===== config.mk =====
export PLATFORM = sky130hd
export DESIGN_NAME = alu_multicycle
export DESIGN_NICKNAME = d
export VERILOG_FILES = /design/src/rtl/alu_multicycle.sv
export SDC_FILE = /design/constraint.sdc
export NUM_CORES = 1
export LEC_CHECK = 0
export ABC_AREA = 1
export BUFFER_PORTS_ARGS = -buffer_cell sky130_fd_sc_hd__buf_2
export CAP_MARGIN = 10
export CORE_MARGIN = 2
export CORE_UTILIZATION = 62
export CTS_CLUSTER_DIAMETER = 40
export DETAILED_ROUTE_END_ITERATION = 7
export PLACE_DENSITY = 0.82
export SYNTH_ARGS = -nofsm -noshare
export SYNTH_HDL_FRONTEND = slang
export SYNTH_SLANG_ARGS = --single-unit

===== constraint.sdc =====
create_clock -name clk -period 5.3 [get_ports clk]
set_input_delay 0.265 -clock clk [delete_from_list [all_inputs] [get_ports clk]]
set_output_delay 0.265 -clock clk [all_outputs]
set_load 0.05 [all_outputs]

===== src/rtl/alu_multicycle.sv =====
// alu_multicycle: per-thread ALU with single-cycle ADD/SUB/CMP and iterative unsigned MUL/DIV
//
// Ports:
//   clk                         rising-edge clock
//   reset                       asynchronous active-high reset
//   enable                      thread active; low freezes all state
//   core_state                  core FSM state; entering EXECUTE_STATE launches an op
//   decoded_alu_arithmetic_mux  00 ADD, 01 SUB, 10 MUL, 11 DIV
//   decoded_alu_output_mux      1 selects unsigned compare result
//   rs, rt                      operands A and B
//   alu_out                     registered result
//   alu_busy                    multi-cycle op in progress
//   alu_done                    one-cycle pulse when alu_out is updated
module alu_multicycle #(
    parameter int         DATA_WIDTH    = 8,
    parameter logic [2:0] EXECUTE_STATE = 3'b101
) (
    input  logic                  clk,
    input  logic                  reset,
    input  logic                  enable,
    input  logic [2:0]            core_state,
    input  logic [1:0]            decoded_alu_arithmetic_mux,
    input  logic                  decoded_alu_output_mux,
    input  logic [DATA_WIDTH-1:0] rs,
    input  logic [DATA_WIDTH-1:0] rt,
    output logic [DATA_WIDTH-1:0] alu_out,
    output logic                  alu_busy,
    output logic                  alu_done
);
    localparam int W  = DATA_WIDTH;
    localparam int CW = $clog2(W);
    localparam logic [CW-1:0] LAST = CW'(W - 1);
    localparam logic [1:0] S_IDLE = 2'b00;
    localparam logic [1:0] S_MUL  = 2'b01;
    localparam logic [1:0] S_DIV  = 2'b10;

    logic [1:0]    state_q, state_d;
    logic [CW-1:0] cnt_q, cnt_d;
    logic [W-1:0]  a_q, a_d;
    logic [W-1:0]  b_q, b_d;
    logic [W-1:0]  r_q, r_d;
    logic [W-1:0]  out_q, out_d;
    logic          done_q, done_d;
    logic [2:0]    prev_q, prev_d;

    logic          launch;
    logic          in_exec;
    logic [W-1:0]  mul_acc;
    logic [W:0]    div_sh;
    logic          div_ge;
    logic [W-1:0]  div_rem;
    logic [W-1:0]  div_quo;

    assign in_exec = core_state == EXECUTE_STATE;
    assign launch  = in_exec && prev_q != EXECUTE_STATE && state_q == S_IDLE;

    // MUL: a_q is the shifting multiplicand, b_q the shifting multiplier, r_q the partial product.
    assign mul_acc = r_q + (b_q[0] ? a_q : '0);

    // DIV: b_q holds the dividend, shifted out MSB-first while quotient bits shift in.
    // A zero divisor always compares as "fits", yielding an all-ones quotient.
    assign div_sh  = {r_q, b_q[W-1]};
    assign div_ge  = div_sh >= {1'b0, a_q};
    assign div_rem = div_ge ? W'(div_sh - {1'b0, a_q}) : div_sh[W-1:0];
    assign div_quo = {b_q[W-2:0], div_ge};

    always_comb begin
        state_d = state_q;
        cnt_d   = cnt_q;
        a_d     = a_q;
        b_d     = b_q;
        r_d     = r_q;
        out_d   = out_q;
        done_d  = 1'b0;
        prev_d  = enable ? core_state : prev_q;
        if (enable) begin
            if (state_q == S_IDLE) begin
                if (launch) begin
                    if (decoded_alu_output_mux) begin
                        out_d      = '0;
                        out_d[2:0] = {rs > rt, rs == rt, rs < rt};
                        done_d     = 1'b1;
                    end else if (!decoded_alu_arithmetic_mux[1]) begin
                        out_d  = decoded_alu_arithmetic_mux[0] ? rs - rt : rs + rt;
                        done_d = 1'b1;
                    end else begin
                        state_d = decoded_alu_arithmetic_mux[0] ? S_DIV : S_MUL;
                        a_d     = decoded_alu_arithmetic_mux[0] ? rt : rs;
                        b_d     = decoded_alu_arithmetic_mux[0] ? rs : rt;
                        r_d     = '0;
                        cnt_d   = '0;
                    end
                end
            end else if (!in_exec) begin
                // Abort takes priority over a final iteration on the same edge.
                state_d = S_IDLE;
            end else begin
                cnt_d = cnt_q + 1'b1;
                a_d   = state_q == S_MUL ? a_q << 1 : a_q;
                b_d   = state_q == S_MUL ? b_q >> 1 : div_quo;
                r_d   = state_q == S_MUL ? mul_acc : div_rem;
                if (cnt_q == LAST) begin
                    state_d = S_IDLE;
                    out_d   = state_q == S_MUL ? mul_acc : div_quo;
                    done_d  = 1'b1;
                end
            end
        end
    end

    always_ff @(posedge clk or posedge reset) begin
        if (reset) begin
            state_q <= S_IDLE;
            cnt_q   <= '0;
            a_q     <= '0;
            b_q     <= '0;
            r_q     <= '0;
            out_q   <= '0;
            done_q  <= 1'b0;
            prev_q  <= '0;
        end else begin
            state_q <= state_d;
            cnt_q   <= cnt_d;
            a_q     <= a_d;
            b_q     <= b_d;
            r_q     <= r_d;
            out_q   <= out_d;
            done_q  <= done_d;
            prev_q  <= prev_d;
        end
    end

    assign alu_out  = out_q;
    assign alu_busy = state_q != S_IDLE;
    assign alu_done = done_q;
endmodule


==> results.yml <==
run_status:
  status: "finished, final reports clean"
die:
  floorplan.die.width_um: 82.9
  die_h_um: 82.9
  core.rowCount: 28
  die_area_um2: 6880
  ios: 35
  core_um2: 5960
  start_util: 0.649
sta:
  setup_repair_after_global_routing_missed_its_margin: "no"
  worstMarginPinSlew_ns: 0.535
  fin_hold_ws_ns: 0.0850
  fin_worst_skew_ns: 0.00236
  setup_viol: 0
  period_needed_ns: 2.21
  worst_slack_ns: 3.09
  totalNegativeSetupSlack_ns: 0
  layout_worst_path_cycle_share: 0.417
  report.final.slew_viol_count: 0
  maxClockFrequency_ghz: 0.452
  hold_violations: 0
  slew-limit-headroom: 0.642
yosys:
  synth.cells.most_frequent: "sky130_fd_sc_hd__nand2_1, sky130_fd_sc_hd__inv_1, sky130_fd_sc_hd__nor2_1"
  mappedNetlistArea_um2: 3860
  yosys.area.top_type: "sky130_fd_sc_hd__dfrtp_1"
  ys_seq_elements: 41
  ys_warn_count: 0
  synth_async_sr_flop_share: 1.00
  post-synth-top-count-cell: "sky130_fd_sc_hd__nand2_1"
  synth_top_cells_by_area: "sky130_fd_sc_hd__dfrtp_1, sky130_fd_sc_hd__nand2_1, sky130_fd_sc_hd__ha_1"
  synth.yosys.seq_area_share: 0.266
  postSynth.topFlopCell: "sky130_fd_sc_hd__dfrtp_1"
  postSynthAreaPerCell_um2: 6.63
  synth-edff-count: 0
  synth_cell_types: 40
  synth_top_cell_area_share: 0.266
  syn_nets: 644
  synthCells: 583
run:
  cap_viol_max_count: 0
placed_design:
  gp_congestion: 1.06
  port_buffers: 34
  post_dp_cell_area_um2: 4050
  place_ws_ns: 3.13
  placed_wire_length_estimate_after_detailed_placement_um: 8320
clock_network:
  clock_tree.htree_level_count: 2
  cts.root.buffer_cell: "sky130_fd_sc_hd__clkbuf_8"
  cts_inserted_buffers: 5
  cts.clk_slew.worst_paths_ns: 0.08
  clk_latency_ns: 0.29
  cts_tree: "yes"
  post-cts-setup-buffer-count: 0
  post_cts_hold_buffer_count: 0
  clockBufferDepth: 2
  post_cts.resized_instances: 0
  tritoncts_num_sinks: 41
power:
  power.static_leakage_nw: 2.40
  peakVddDrop_mv: 0.435
  power.density_nw_per_um2: 595
layout:
  final_design_area_no_fill_um2: 4140
  area.growth.synth_to_final_pct: 7.06
  layout.area.seq_um2: 1030
  final_core_utilization: 0.695
  fin_nets: 672
  post_route_cells_drive_above_1_share: 0.108
  antenna_cells: 0
  multi_input_area_um2: 2380
  nFillCells: 515
setup_path:
  worstPathMaxFanout: 24
  worst_path_required_time_ns: 5.48
  worst_ep_arrival_time_ns: 2.40
  worstSetupStartpointType: "flip-flop"
  worstSetupPathType: "reg -> reg"
  cp-end-kind: "flip-flop"
drt:
  ant_nets: 0
  vias: 3943
  post-route-drc-count: 0
  wirelength_um: 10500
  drt_first_iter_violations: 469
  firstDrtPassIters: 5
  route.detailed.wl_per_inst_um: 15.3
  dr_vias_cell: 5.74
grt:
  global_route.usage.total: 0.313
  grt_start_max_net_pins: 42
  grt_antenna_before_repair: 0
  grt_first_pass_wirelength_um: 17800
  gr-total-overflow: 0
  grt_pass1_vias: 3769
hold_path:
  timing.hold.worst.class: "in -> async"
==> cell families after synthesis <==
group / count (synthesis) / synth area share
AO/OA/AOI/OAI: 82 / 0.121
XOR/XNOR: 7 / 0.0159
flip-flops: 41 / 0.266
multiplexers: 3 / 0.00971
adder cells (fa/ha/maj): 36 / 0.124
AND/OR/NAND/NOR: 303 / 0.346
buffers and inverters: 111 / 0.118
==> sequential cells by signal, summed over array words and instances, names as in the netlist <==
register and flops:
a_q 8, alu_done 1, alu_out 8, b_q 8, cnt_q 3, prev_q 3, r_q 8, state_q 2
==> metrics by stage <==
step | instances | power (mW)
after floorplan | 583 | 1.86
after global placement | 679 | 2.18
after detailed placement | 679 | 2.22
after CTS | 687 | 2.43
after global routing | 687 | 2.70
final | 687 | 2.46
==> worst max-delay path, stage by stage, from the launching register on <==
cell	delay (ns)
sky130_fd_sc_hd__dfrtp_1	0.67
sky130_fd_sc_hd__nor2_4	0.14
sky130_fd_sc_hd__inv_4	0.20
sky130_fd_sc_hd__nand2_2	0.11
sky130_fd_sc_hd__nand2_2	0.13
sky130_fd_sc_hd__nand2_4	0.19
sky130_fd_sc_hd__nor2_4	0.32
sky130_fd_sc_hd__mux2_4	0.33
==> cells in the final DEF (no fill, tap or decap), types with 2 or more instances in the layout <==
cell type,instances
sky130_fd_sc_hd__nor2_1,56
sky130_fd_sc_hd__inv_2,3
sky130_fd_sc_hd__nand3b_1,7
sky130_fd_sc_hd__clkbuf_8,5
sky130_fd_sc_hd__a22o_1,2
sky130_fd_sc_hd__inv_4,2
sky130_fd_sc_hd__xnor2_1,3
sky130_fd_sc_hd__a21oi_1,37
sky130_fd_sc_hd__nand2_2,5
sky130_fd_sc_hd__inv_1,92
sky130_fd_sc_hd__buf_2,34
sky130_fd_sc_hd__ha_1,32
sky130_fd_sc_hd__clkinv_2,2
sky130_fd_sc_hd__dfrtp_1,41
sky130_fd_sc_hd__o21ai_1,6
sky130_fd_sc_hd__nand3_1,42
sky130_fd_sc_hd__nand4_1,8
sky130_fd_sc_hd__nand2_4,2
sky130_fd_sc_hd__or2_2,2
sky130_fd_sc_hd__nor4_1,7
sky130_fd_sc_hd__o22ai_1,9
sky130_fd_sc_hd__nor2_4,2
sky130_fd_sc_hd__fa_1,4
sky130_fd_sc_hd__o21ai_0,17
sky130_fd_sc_hd__nand2_1,165
sky130_fd_sc_hd__xor2_1,4
sky130_fd_sc_hd__o221ai_1,7
sky130_fd_sc_hd__mux2_2,2
sky130_fd_sc_hd__nor3_1,2
==> power breakdown <==
group	internal, mW	switching (mW)
combinational	0.565	1.11
sequential	0.445	0.136
clock	0.0909	0.112
total	1.10	1.36
==> worst paths after layout <==
check	start	endpoint	slack (ns)	cells after the start
max	state_q[1]	a_q[0]	3.09	7
min	reset	cnt_q[1]	0.08	3
max reg2reg	state_q[1]	a_q[0]	3.09	7
min reg2reg	alu_out[5]	alu_out[5]	0.48	2
max in group asynchronous	reset	b_q[1]	4.86	3
min in group clk	core_state[1]	prev_q[1]	0.20	3
==> metal layers <==
layer	routed length (um)	vias to the layer above	GRT usage
li1	-	1934	-
met1	4670	1784	0.428
met2	4690	203	0.507
met3	981	22	0.0726
met4	170	0	0.0671
met5	0	-	0
==> cell type report <==
class / instances / share of cell area
Clock buffer: 5 / 0.0166
Clock inverter: 3 / 0.00423
Inverter: 97 / 0.0892
Multi-Input combinational cell: 431 / 0.576
Sequential cell: 41 / 0.248
Tap cell: 75 / 0.0227
Timing Repair Buffer: 35 / 0.0430
(Power assumes the default switching activity.)
